$ cat src/rtl/troca_contexto_pc_pkg.sv
// Shared parameters, FSM encoding and helpers for the context-switch PC unit.
package troca_contexto_pc_pkg;

  localparam int TAM_BLOCO = 200;
  localparam int NUM_PROC  = 4;
  localparam int PC_W      = 11;
  localparam int PROC_W    = 2;

  typedef enum logic [1:0] {
    OCIOSO  = 2'd0,
    SALVA   = 2'd1,
    CARREGA = 2'd2,
    CONCLUI = 2'd3
  } estado_t;

  // Out-of-range process ids fall back to process 0.
  function automatic logic [PROC_W-1:0] saneia_proc(input logic [PROC_W-1:0] p);
    logic [31:0] p_ext;
    p_ext = 32'(p);
    return (p_ext >= 32'(NUM_PROC)) ? '0 : p;
  endfunction

endpackage

$ cat src/rtl/troca_contexto_pc_if.sv
// Scheduler <-> context-switch unit signal bundle.
interface troca_contexto_pc_if;
  import troca_contexto_pc_pkg::*;

  logic              troca_req;
  logic [PROC_W-1:0] proc_prox;
  logic [PC_W-1:0]   pc_fisico_atual;
  logic              troca_ack;
  logic [PC_W-1:0]   pc_fisico_novo;
  logic [PROC_W-1:0] processo_atual;
  logic              erro_limite;

  modport master (
    output troca_req, proc_prox, pc_fisico_atual,
    input  troca_ack, pc_fisico_novo, processo_atual, erro_limite
  );

  modport slave (
    input  troca_req, proc_prox, pc_fisico_atual,
    output troca_ack, pc_fisico_novo, processo_atual, erro_limite
  );
endinterface

$ cat src/rtl/troca_contexto_pc_calculo_base_processo.sv
// Block base of a process plus physical->logical and logical->physical mapping.
module calculo_base_processo
  import troca_contexto_pc_pkg::*;
(
  input  logic [PROC_W-1:0] proc,
  input  logic [PC_W-1:0]   pc_fisico,
  input  logic [PC_W-1:0]   pc_logico,
  output logic [PC_W-1:0]   logico,
  output logic [PC_W-1:0]   fisico,
  output logic              fora_limite
);
  logic [PC_W-1:0] base;

  always_comb begin
    base        = PC_W'(PC_W'(proc) * PC_W'(TAM_BLOCO));
    logico      = pc_fisico - base;
    fisico      = pc_logico + base;
    fora_limite = (pc_fisico < base) || (logico >= PC_W'(TAM_BLOCO));
  end
endmodule

$ cat src/rtl/troca_contexto_pc.sv
// Context-switch PC unit: saves outgoing logical PC, reloads/relocates incoming one.
// Optional switch counter output num_trocas enabled by macro CONTADOR_TROCAS_EN.
module troca_contexto_pc
  import troca_contexto_pc_pkg::*;
(
  input  logic                clock,
  input  logic                reset,
  troca_contexto_pc_if.slave  bus
`ifdef CONTADOR_TROCAS_EN
  ,
  output logic [15:0]         num_trocas
`endif
);
  estado_t           estado, estado_prox;
  logic [PC_W-1:0]   pc_lat;
  logic [PROC_W-1:0] proc_lat;
  logic [PC_W-1:0]   tabela [NUM_PROC];
  logic [PROC_W-1:0] proc_atual;
  logic [PC_W-1:0]   pc_novo;
  logic              ack;
  logic              erro;

  logic [PROC_W-1:0] proc_sel;
  logic [PC_W-1:0]   logico, fisico;
  logic              fora;

  // One mapper is shared: SALVA maps the outgoing process, CARREGA the incoming one.
  always_comb proc_sel = (estado == SALVA) ? proc_atual : proc_lat;

  calculo_base_processo u_calc (
    .proc        (proc_sel),
    .pc_fisico   (pc_lat),
    .pc_logico   (tabela[proc_lat]),
    .logico      (logico),
    .fisico      (fisico),
    .fora_limite (fora)
  );

  always_ff @(posedge clock) begin
    if (reset) estado <= OCIOSO;
    else       estado <= estado_prox;
  end

  always_comb begin
    estado_prox = estado;
    case (estado)
      OCIOSO:  if (bus.troca_req) estado_prox = SALVA;
      SALVA:   estado_prox = CARREGA;
      CARREGA: estado_prox = CONCLUI;
      CONCLUI: estado_prox = OCIOSO;
      default: estado_prox = OCIOSO;
    endcase
  end

  always_ff @(posedge clock) begin
    if (reset) begin
      pc_lat     <= '0;
      proc_lat   <= '0;
      proc_atual <= '0;
      pc_novo    <= '0;
      ack        <= 1'b0;
      erro       <= 1'b0;
      for (int i = 0; i < NUM_PROC; i++) tabela[i] <= '0;
    end else begin
      ack <= 1'b0;
      case (estado)
        OCIOSO: if (bus.troca_req) begin
          pc_lat   <= bus.pc_fisico_atual;
          proc_lat <= saneia_proc(bus.proc_prox);
          erro     <= 1'b0;
        end
        SALVA: begin
          tabela[proc_atual] <= fora ? '0 : logico;
          if (fora) erro <= 1'b1;
        end
        CARREGA: pc_novo <= fisico;
        CONCLUI: begin
          proc_atual <= proc_lat;
          ack        <= 1'b1;
        end
        default: ;
      endcase
    end
  end

`ifdef CONTADOR_TROCAS_EN
  logic [15:0] contador;
  always_ff @(posedge clock) begin
    if (reset)                                         contador <= '0;
    else if (estado == CONCLUI && contador != 16'hFFFF) contador <= contador + 16'd1;
  end
  assign num_trocas = contador;
`endif

  assign bus.troca_ack      = ack;
  assign bus.pc_fisico_novo = pc_novo;
  assign bus.processo_atual = proc_atual;
  assign bus.erro_limite    = erro;
endmodule
$ cat src/flat_wrapper.sv
// flat-port wrapper written by rule: the top's interface ports become plain ports
module troca_contexto_pc_flat import troca_contexto_pc_pkg::*;
  (clock, reset, bus_troca_req, bus_proc_prox, bus_pc_fisico_atual, bus_troca_ack, bus_pc_fisico_novo, bus_processo_atual, bus_erro_limite);
  troca_contexto_pc_if bus_i ();
  input  logic clock;
  input  logic reset;
  input wire logic [$bits(bus_i.troca_req)-1:0] bus_troca_req;
  input wire logic [$bits(bus_i.proc_prox)-1:0] bus_proc_prox;
  input wire logic [$bits(bus_i.pc_fisico_atual)-1:0] bus_pc_fisico_atual;
  output wire logic [$bits(bus_i.troca_ack)-1:0] bus_troca_ack;
  output wire logic [$bits(bus_i.pc_fisico_novo)-1:0] bus_pc_fisico_novo;
  output wire logic [$bits(bus_i.processo_atual)-1:0] bus_processo_atual;
  output wire logic [$bits(bus_i.erro_limite)-1:0] bus_erro_limite;
  assign bus_i.troca_req = bus_troca_req;
  assign bus_i.proc_prox = bus_proc_prox;
  assign bus_i.pc_fisico_atual = bus_pc_fisico_atual;
  assign bus_troca_ack = bus_i.troca_ack;
  assign bus_pc_fisico_novo = bus_i.pc_fisico_novo;
  assign bus_processo_atual = bus_i.processo_atual;
  assign bus_erro_limite = bus_i.erro_limite;
  troca_contexto_pc u_core (.clock(clock), .reset(reset), .bus(bus_i));
endmodule
$ cat config.mk
export PLATFORM = sky130hd
export DESIGN_NAME = troca_contexto_pc_flat
export DESIGN_NICKNAME = d
export VERILOG_FILES = /design/src/rtl/troca_contexto_pc_pkg.sv /design/src/rtl/troca_contexto_pc_if.sv /design/src/rtl/troca_contexto_pc_calculo_base_processo.sv /design/src/rtl/troca_contexto_pc.sv /design/src/flat_wrapper.sv
export SDC_FILE = /design/constraint.sdc
export NUM_CORES = 1
export LEC_CHECK = 0
export CAP_MARGIN = 0
export CORE_UTILIZATION = 58
export DETAILED_ROUTE_END_ITERATION = 10
export GPL_ROUTABILITY_DRIVEN = 0
export PLACE_DENSITY = 0.8
export SETUP_SLACK_MARGIN = 0.02
export SLEW_MARGIN = 20
export SYNTH_ARGS = -nofsm -noshare
export SYNTH_HDL_FRONTEND = slang
export SYNTH_SLANG_ARGS = --single-unit
export TNS_END_PERCENT = 10
$ cat constraint.sdc
create_clock -name clock -period 4.55 [get_ports clock]
set_input_delay 0.91 -clock clock [delete_from_list [all_inputs] [get_ports clock]]
set_output_delay 0.91 -clock clock [all_outputs]
set_load 0.005 [all_outputs]
==> results of run 1 <==
-- routing by layer --
layer / global-route usage / vias up
li1: - / 1340
met1: 0.343 / 1323
met2: 0.379 / 100
met3: 0.0445 / 17
met4: 0.126 / 0
met5: 0 / -
-- cell usage in the layout, fill, tap and decap left out, types with 2 or more instances in the layout --
master	instances
nor2_1	30
nand3_1	3
nand2_1	43
o211ai_1	2
nor2b_1	4
a21oi_1	20
xor2_1	4
mux2i_4	2
conb_1	12
edfxtp_1	44
o21ai_0	4
xnor2_1	11
buf_4	3
inv_1	12
a211oi_1	4
inv_6	2
or3_1	3
clkinv_4	2
a21o_1	3
clkdlybuf4s50_1	30
a31o_2	3
o21a_1	4
mux4_2	11
clkbuf_8	9
nor3_1	29
and2_1	3
a31oi_1	3
dfxtp_1	32
ha_1	12
nand2b_1	2
a311oi_1	2
nor4b_1	2
mux2i_1	11
-- flip-flops by register name, summed over array words and instances (netlist names), named ones only --
register,flops
u_core.bus.troca_ack,1
u_core.bus.erro_limite,1
u_core.tabela,44
u_core.estado,2
u_core.bus.processo_atual,2
u_core.proc_lat,2
u_core.pc_lat,11
u_core.bus.pc_fisico_novo,11
-- final timing paths --
kind	startpoint	end	slack [ps]	cells after the start
max	u_core.estado[1]	u_core.tabela[1][3]	720	13
min	u_core.pc_lat[0]	u_core.pc_lat[0]	460	2
max reg2reg	u_core.estado[1]	u_core.tabela[1][3]	720	13
min reg2reg	u_core.pc_lat[0]	u_core.pc_lat[0]	460	2
-- power by group --
group          internal (mW)  switching (mW)
clock                  0.200           0.262
sequential             0.828          0.0744
combinational          0.355           0.441
-- cell type report --
cell class	count	area share
flip-flops and latches	76	0.446
repair buffers	33	0.0734
multi-input cells	252	0.406
well taps	77	0.0219
clock inverters	7	0.0117
clock buffers	9	0.0282
inverters	14	0.0125
-- metrics by stage --
stage | power (mW) | instances | hold slack [ps]
6_report | 2.16 | 468 | 465
5_1_grt | 2.29 | 468 | 505
4_1_cts | 2.16 | 468 | 465
3_5_place_dp | 1.70 | 452 | 455
3_3_place_gp | 1.69 | 452 | 445
2_1_floorplan | 1.50 | 359 | 436
-- worst max-delay path: cells and delay by family (launching register included) --
kind,cells,cell delay (ps)
AO/OA/AOI/OAI,3,390
XOR/XNOR,1,410
adder cells (fa/ha/maj),2,710
buffers and inverters,3,530
flip-flops,1,350
multiplexers,2,730
AND/OR/NAND/NOR,2,520
-- kinds of logic after synthesis --
| logic type | count (synthesis) |
|---|---|
| AOI/OAI and AO/OA | 57 |
| xor gates and xnor gates | 16 |
| adders and majority gates | 15 |
| buffers and inverters | 31 |
| DFF | 76 |
| muxes | 25 |
| other | 1 |
| and+or+nand+nor | 127 |
==> results_dict.tcl, run 1 <==
set metrics [dict create \
    wl_met1_um 3560 \
    status "completed" \
    clock_skew_ps 10.6 \
    yosysTopAreaCellShare 0.343 \
    cts_tree "yes" \
    drcViolationCount 0 \
    synthMuxAreaShare 0.108 \
    dr.pass1.iters 4 \
    fin_area_um2 4400 \
    htreeDepth 3 \
    yosysTopAreaCell "edfxtp_1" \
    wl_met2_um 3600 \
    finalCritPeriodShare 0.841 \
    vias_per_cell 5.94 \
    end_kind "flop" \
    areaGrowthSynthToFinish_pct 14.3 \
    synth_fa_ha_area_frac 0.0497 \
    fmax_mhz 261 \
    hold_violations 0 \
    gr-total-overflow 0 \
    path_clk_slew_ps 80 \
    criticalPathCategory "flop to flop" \
    cts_setup_buffers 0 \
    startpoint_type "flop" \
    crit_chain "inv_1 -> ha_1 -> mux2i_4 -> inv_4 -> ha_1 -> xnor2_1 -> a311oi_1 -> nor4b_1 -> a41oi_1 -> mux2i_1 -> o2111ai_2 -> buf_4 -> nor3_1" \
    nFillCells 497 \
    synth-warning-count 0 \
    hold_buffers 0 \
    synth_compound_area_frac 0.103 \
    post_synth_and_or_nand_nor_area_fraction 0.153 \
    hpwlAfterDp_um 5440 \
    critical-path-max-stage-delay_ps 420 \
    wl_per_cell_um 16.6 \
    wl_met3_um 391 \
    die_w_um 83.5 \
    rsz0062_at_grt "no" \
    synthCells 348 \
    synth_commonest_cells "edfxtp_1 (44), nand2_1 (43), dfxtp_1 (32)" \
    path_common_cell "ha_1" \
    antenna_cells 0 \
    port_buffers 30 \
    synth_top_flop_cell "edfxtp_1" \
    drt_iter0_markers 183 \
    vias 2780 \
    drv_cap 0 \
    power_density_nw_per_um2 491 \
    grt_antenna_before_repair 0 \
    dpl-instance-area_um2 4220 \
    tightest_slew_ps 773 \
    cts_resized 0 \
    synthesis.area_um2 3850 \
    synthMostInstantiatedCell "edfxtp_1" \
    async_reset_ff_frac 0 \
    crit_fanout 32 \
    setup_viol 0 \
    cts_buffers 9 \
    wl_um 7750 \
    ant_nets 0 \
    rows 29 \
    drive_gt1_frac 0.113 \
    place_ws_ps 768 \
    grt_max_degree 34 \
    register_area_um2 1960 \
    vdd_drop_max_mv 0.318 \
    synth_cell_types 60 \
    synth_area_per_cell_um2 11.1 \
    root_buffer "clkbuf_8" \
    grt_pass1_vias 2615 \
    setup_tns_ps 0 \
    hold_path_class "flop to flop" \
    synthXorXnorAreaFrac 0.0384 \
    clock_latency_ps 360 \
    maxSlewHeadroom 0.484 \
    multi_input_area_um2 1790 \
    grt.total_usage 0.248 \
    final.min_clock_period_ps 3830 \
    synth_enable_flop_cells 44 \
    clk_path_buf_depth 2 \
    fp.dieArea_um2 6970 \
    initial_core_util 0.603 \
    final-max-slew-violation-count 0 \
    core_um2 6390 \
    cts_num_sinks 76 \
    synth_seq_cells 76 \
    seq_area_frac_synth 0.510 \
    synth_top_family_by_area "simple AND/OR/NAND/NOR gates" \
    top_layer "met4" \
    worstPathArrival_ps 4010 \
    grt_pass1_wl_um 13000 \
    required_ps 4730 \
    leakagePower_nw 1.55 \
    die_h_um 83.5 \
    fin_ws_ps 722 \
    synthTopCellsByArea "edfxtp_1 (34%), dfxtp_1 (17%), mux4_2 (6.4%)" \
    slowest_stage "mux2i_4" \
    fin_util 0.689 \
    io_pins 31 \
    final_nets 415 \
]
No activity file was read; power rests on OpenSTA's default activity.
==> run 2, diff against run 1 <==
- CORE_UTILIZATION: 58 -> 52
- PLACE_DENSITY: 0.8 -> 0.75
- clock period: 4.55 -> 3.4 ns (I/O delays scaled with it)
==> results_dict.tcl, run 2 (synthesis gave the netlist of run 1 again) <==
set metrics [dict create \
    status "completed" \
    rows 30 \
    fin_area_um2 4620 \
    r2r-start "u_core.estado[1]" \
    leakagePower_nw 1.63 \
    required_ps 3580 \
    hold_violations 0 \
    io_pins 31 \
    drt_iter0_markers 149 \
    cts_buffers 9 \
    grt_max_degree 33 \
    die_h_um 88.0 \
    final.min_clock_period_ps 3300 \
    drcViolationCount 0 \
    initial_core_util 0.551 \
    finalPower_mw 3.11 \
    ant_nets 0 \
    final_common_cell "edfxtp_1" \
    r2r_cells 12 \
    critical_path_depth 12 \
    dpl-instance-area_um2 4350 \
    path_clk_slew_ps 90 \
    register_area_um2 1960 \
    areaGrowthSynthToFinish_pct 20.2 \
    hold_path_class "flop to flop" \
    mostFrequentLayoutCells "edfxtp_1 (44), nand2_1 (43), dfxtp_1 (31)" \
    crit_buf_inv 2 \
    vias 2812 \
    drive_gt1_frac 0.180 \
    dr.pass1.iters 4 \
    grt_pass1_wl_um 13400 \
    crit_family "simple AND/OR/NAND/NOR gates" \
    clk_path_buf_depth 2 \
    gr-total-overflow 0 \
    crit_end "u_core.tabela[0][0]" \
    wl_per_cell_um 17.1 \
    startpoint_type "flop" \
    rrSetupSlack_ps 100 \
    final_nets 429 \
    cts_num_sinks 76 \
    fp.dieArea_um2 7750 \
    cts_tree "yes" \
    die_w_um 88.0 \
    worstPathArrival_ps 3480 \
    setup_tns_ps 0 \
    core_um2 6980 \
    setup_viol 0 \
    criticalPathCategory "flop to flop" \
    antenna_cells 0 \
    critical-path-max-stage-delay_ps 410 \
    crit_fanout 32 \
    largest_reg_flops 44 \
    maxSlewHeadroom 0.628 \
    multi_input_area_um2 1860 \
    final-max-slew-violation-count 0 \
    slowest_stage "or3_4" \
    power_density_nw_per_um2 672 \
    hpwlAfterDp_um 6040 \
    nFillCells 551 \
    grt_antenna_before_repair 0 \
    crit_chain "inv_2 -> ha_4 -> mux2i_4 -> ha_1 -> or3_4 -> a21o_1 -> and3_1 -> o21ai_0 -> nor3b_2 -> o2111ai_2 -> buf_12 -> nor3_1" \
    clock_skew_ps 10.4 \
    drv_cap 0 \
    grt_pass1_vias 2604 \
    root_buffer "clkbuf_8" \
    port_buffers 30 \
    tightest_slew_ps 556 \
    regMostFlops "u_core.tabela" \
    grt.total_usage 0.236 \
    end_kind "flop" \
    finalCritPeriodShare 0.971 \
    vdd_drop_max_mv 0.305 \
    wl_um 8560 \
    vias_per_cell 5.61 \
    timing.rr.end "u_core.tabela[0][0]" \
    startpoint "u_core.estado[1]" \
    hold_buffers 0 \
    fmax_mhz 303 \
    clock_latency_ps 350 \
    fin_util 0.662 \
    htreeDepth 3 \
]
[run 2: cell types whose count changed in the layout (fill, tap and decap cells not counted), sizes merged]
| cell | before | now |
|---|---|---|
| inv | 16 | 17 |
| clkinv | 4 | 2 |
| buf | 3 | 17 |
| clkinvlp | 1 | 2 |
[run 2: stage by stage]
step / hold WS (ps) / instances / worst slack (ps)
2_1_floorplan: 436 / 359 / 64.9
3_3_place_gp: 445 / 482 / 92.9
3_5_place_dp: 450 / 482 / 46.9
4_1_cts: 461 / 498 / 42.6
5_1_grt: 488 / 501 / -9.65
6_report: 460 / 501 / 99.8
[run 2: area by class of cell]
class                      instances  share of cell area
clock buffer                       9              0.0268
clock inverter                     7              0.0124
inverter                          14              0.0119
multi-input combinational        252               0.403
sequential                        76               0.425
tap                               96              0.0260
timing repair buffer              47              0.0952
[run 2: power by group]
| group | switching [mW] | internal, mW | total, mW |
|---|---|---|---|
| registers | 0.0963 | 1.11 | 1.21 |
| clock network | 0.374 | 0.275 | 0.649 |
| logic | 0.661 | 0.590 | 1.25 |
[run 2: worst min path at each step]
stage                       end              from  depth (start not counted)
2_1_floorplan  u_core.pc_lat[0]  u_core.pc_lat[0]                          2
3_3_place_gp   u_core.pc_lat[0]  u_core.pc_lat[0]                          2
3_5_place_dp   u_core.pc_lat[0]  u_core.pc_lat[0]                          2
4_1_cts        u_core.pc_lat[0]  u_core.pc_lat[0]                          2
5_1_grt        u_core.pc_lat[0]  u_core.pc_lat[0]                          2
6_report       u_core.pc_lat[0]  u_core.pc_lat[0]                          2
[run 2: worst min-delay path: stages, from the launching register on]
cell     delay, ps
dfxtp_1        320
nand2_1         50
a21oi_1         50
[run 2: repair_timing]
action,in CTS,in global routing
gates cloned,0,0
setup endpoints to repair,5,32
setup buffers,0,3
pin swaps,0,3
endpoints found under the hold margin,0,0
gates resized for setup,1,14
[run 2: metal layers]
metal	GRT usage	routed length, µm	vias up
met2	0.388	4190	68
met1	0.312	3890	1372
met5	0	0	-
li1	-	-	1363
met4	0.0836	90	0
met3	0.0462	397	9
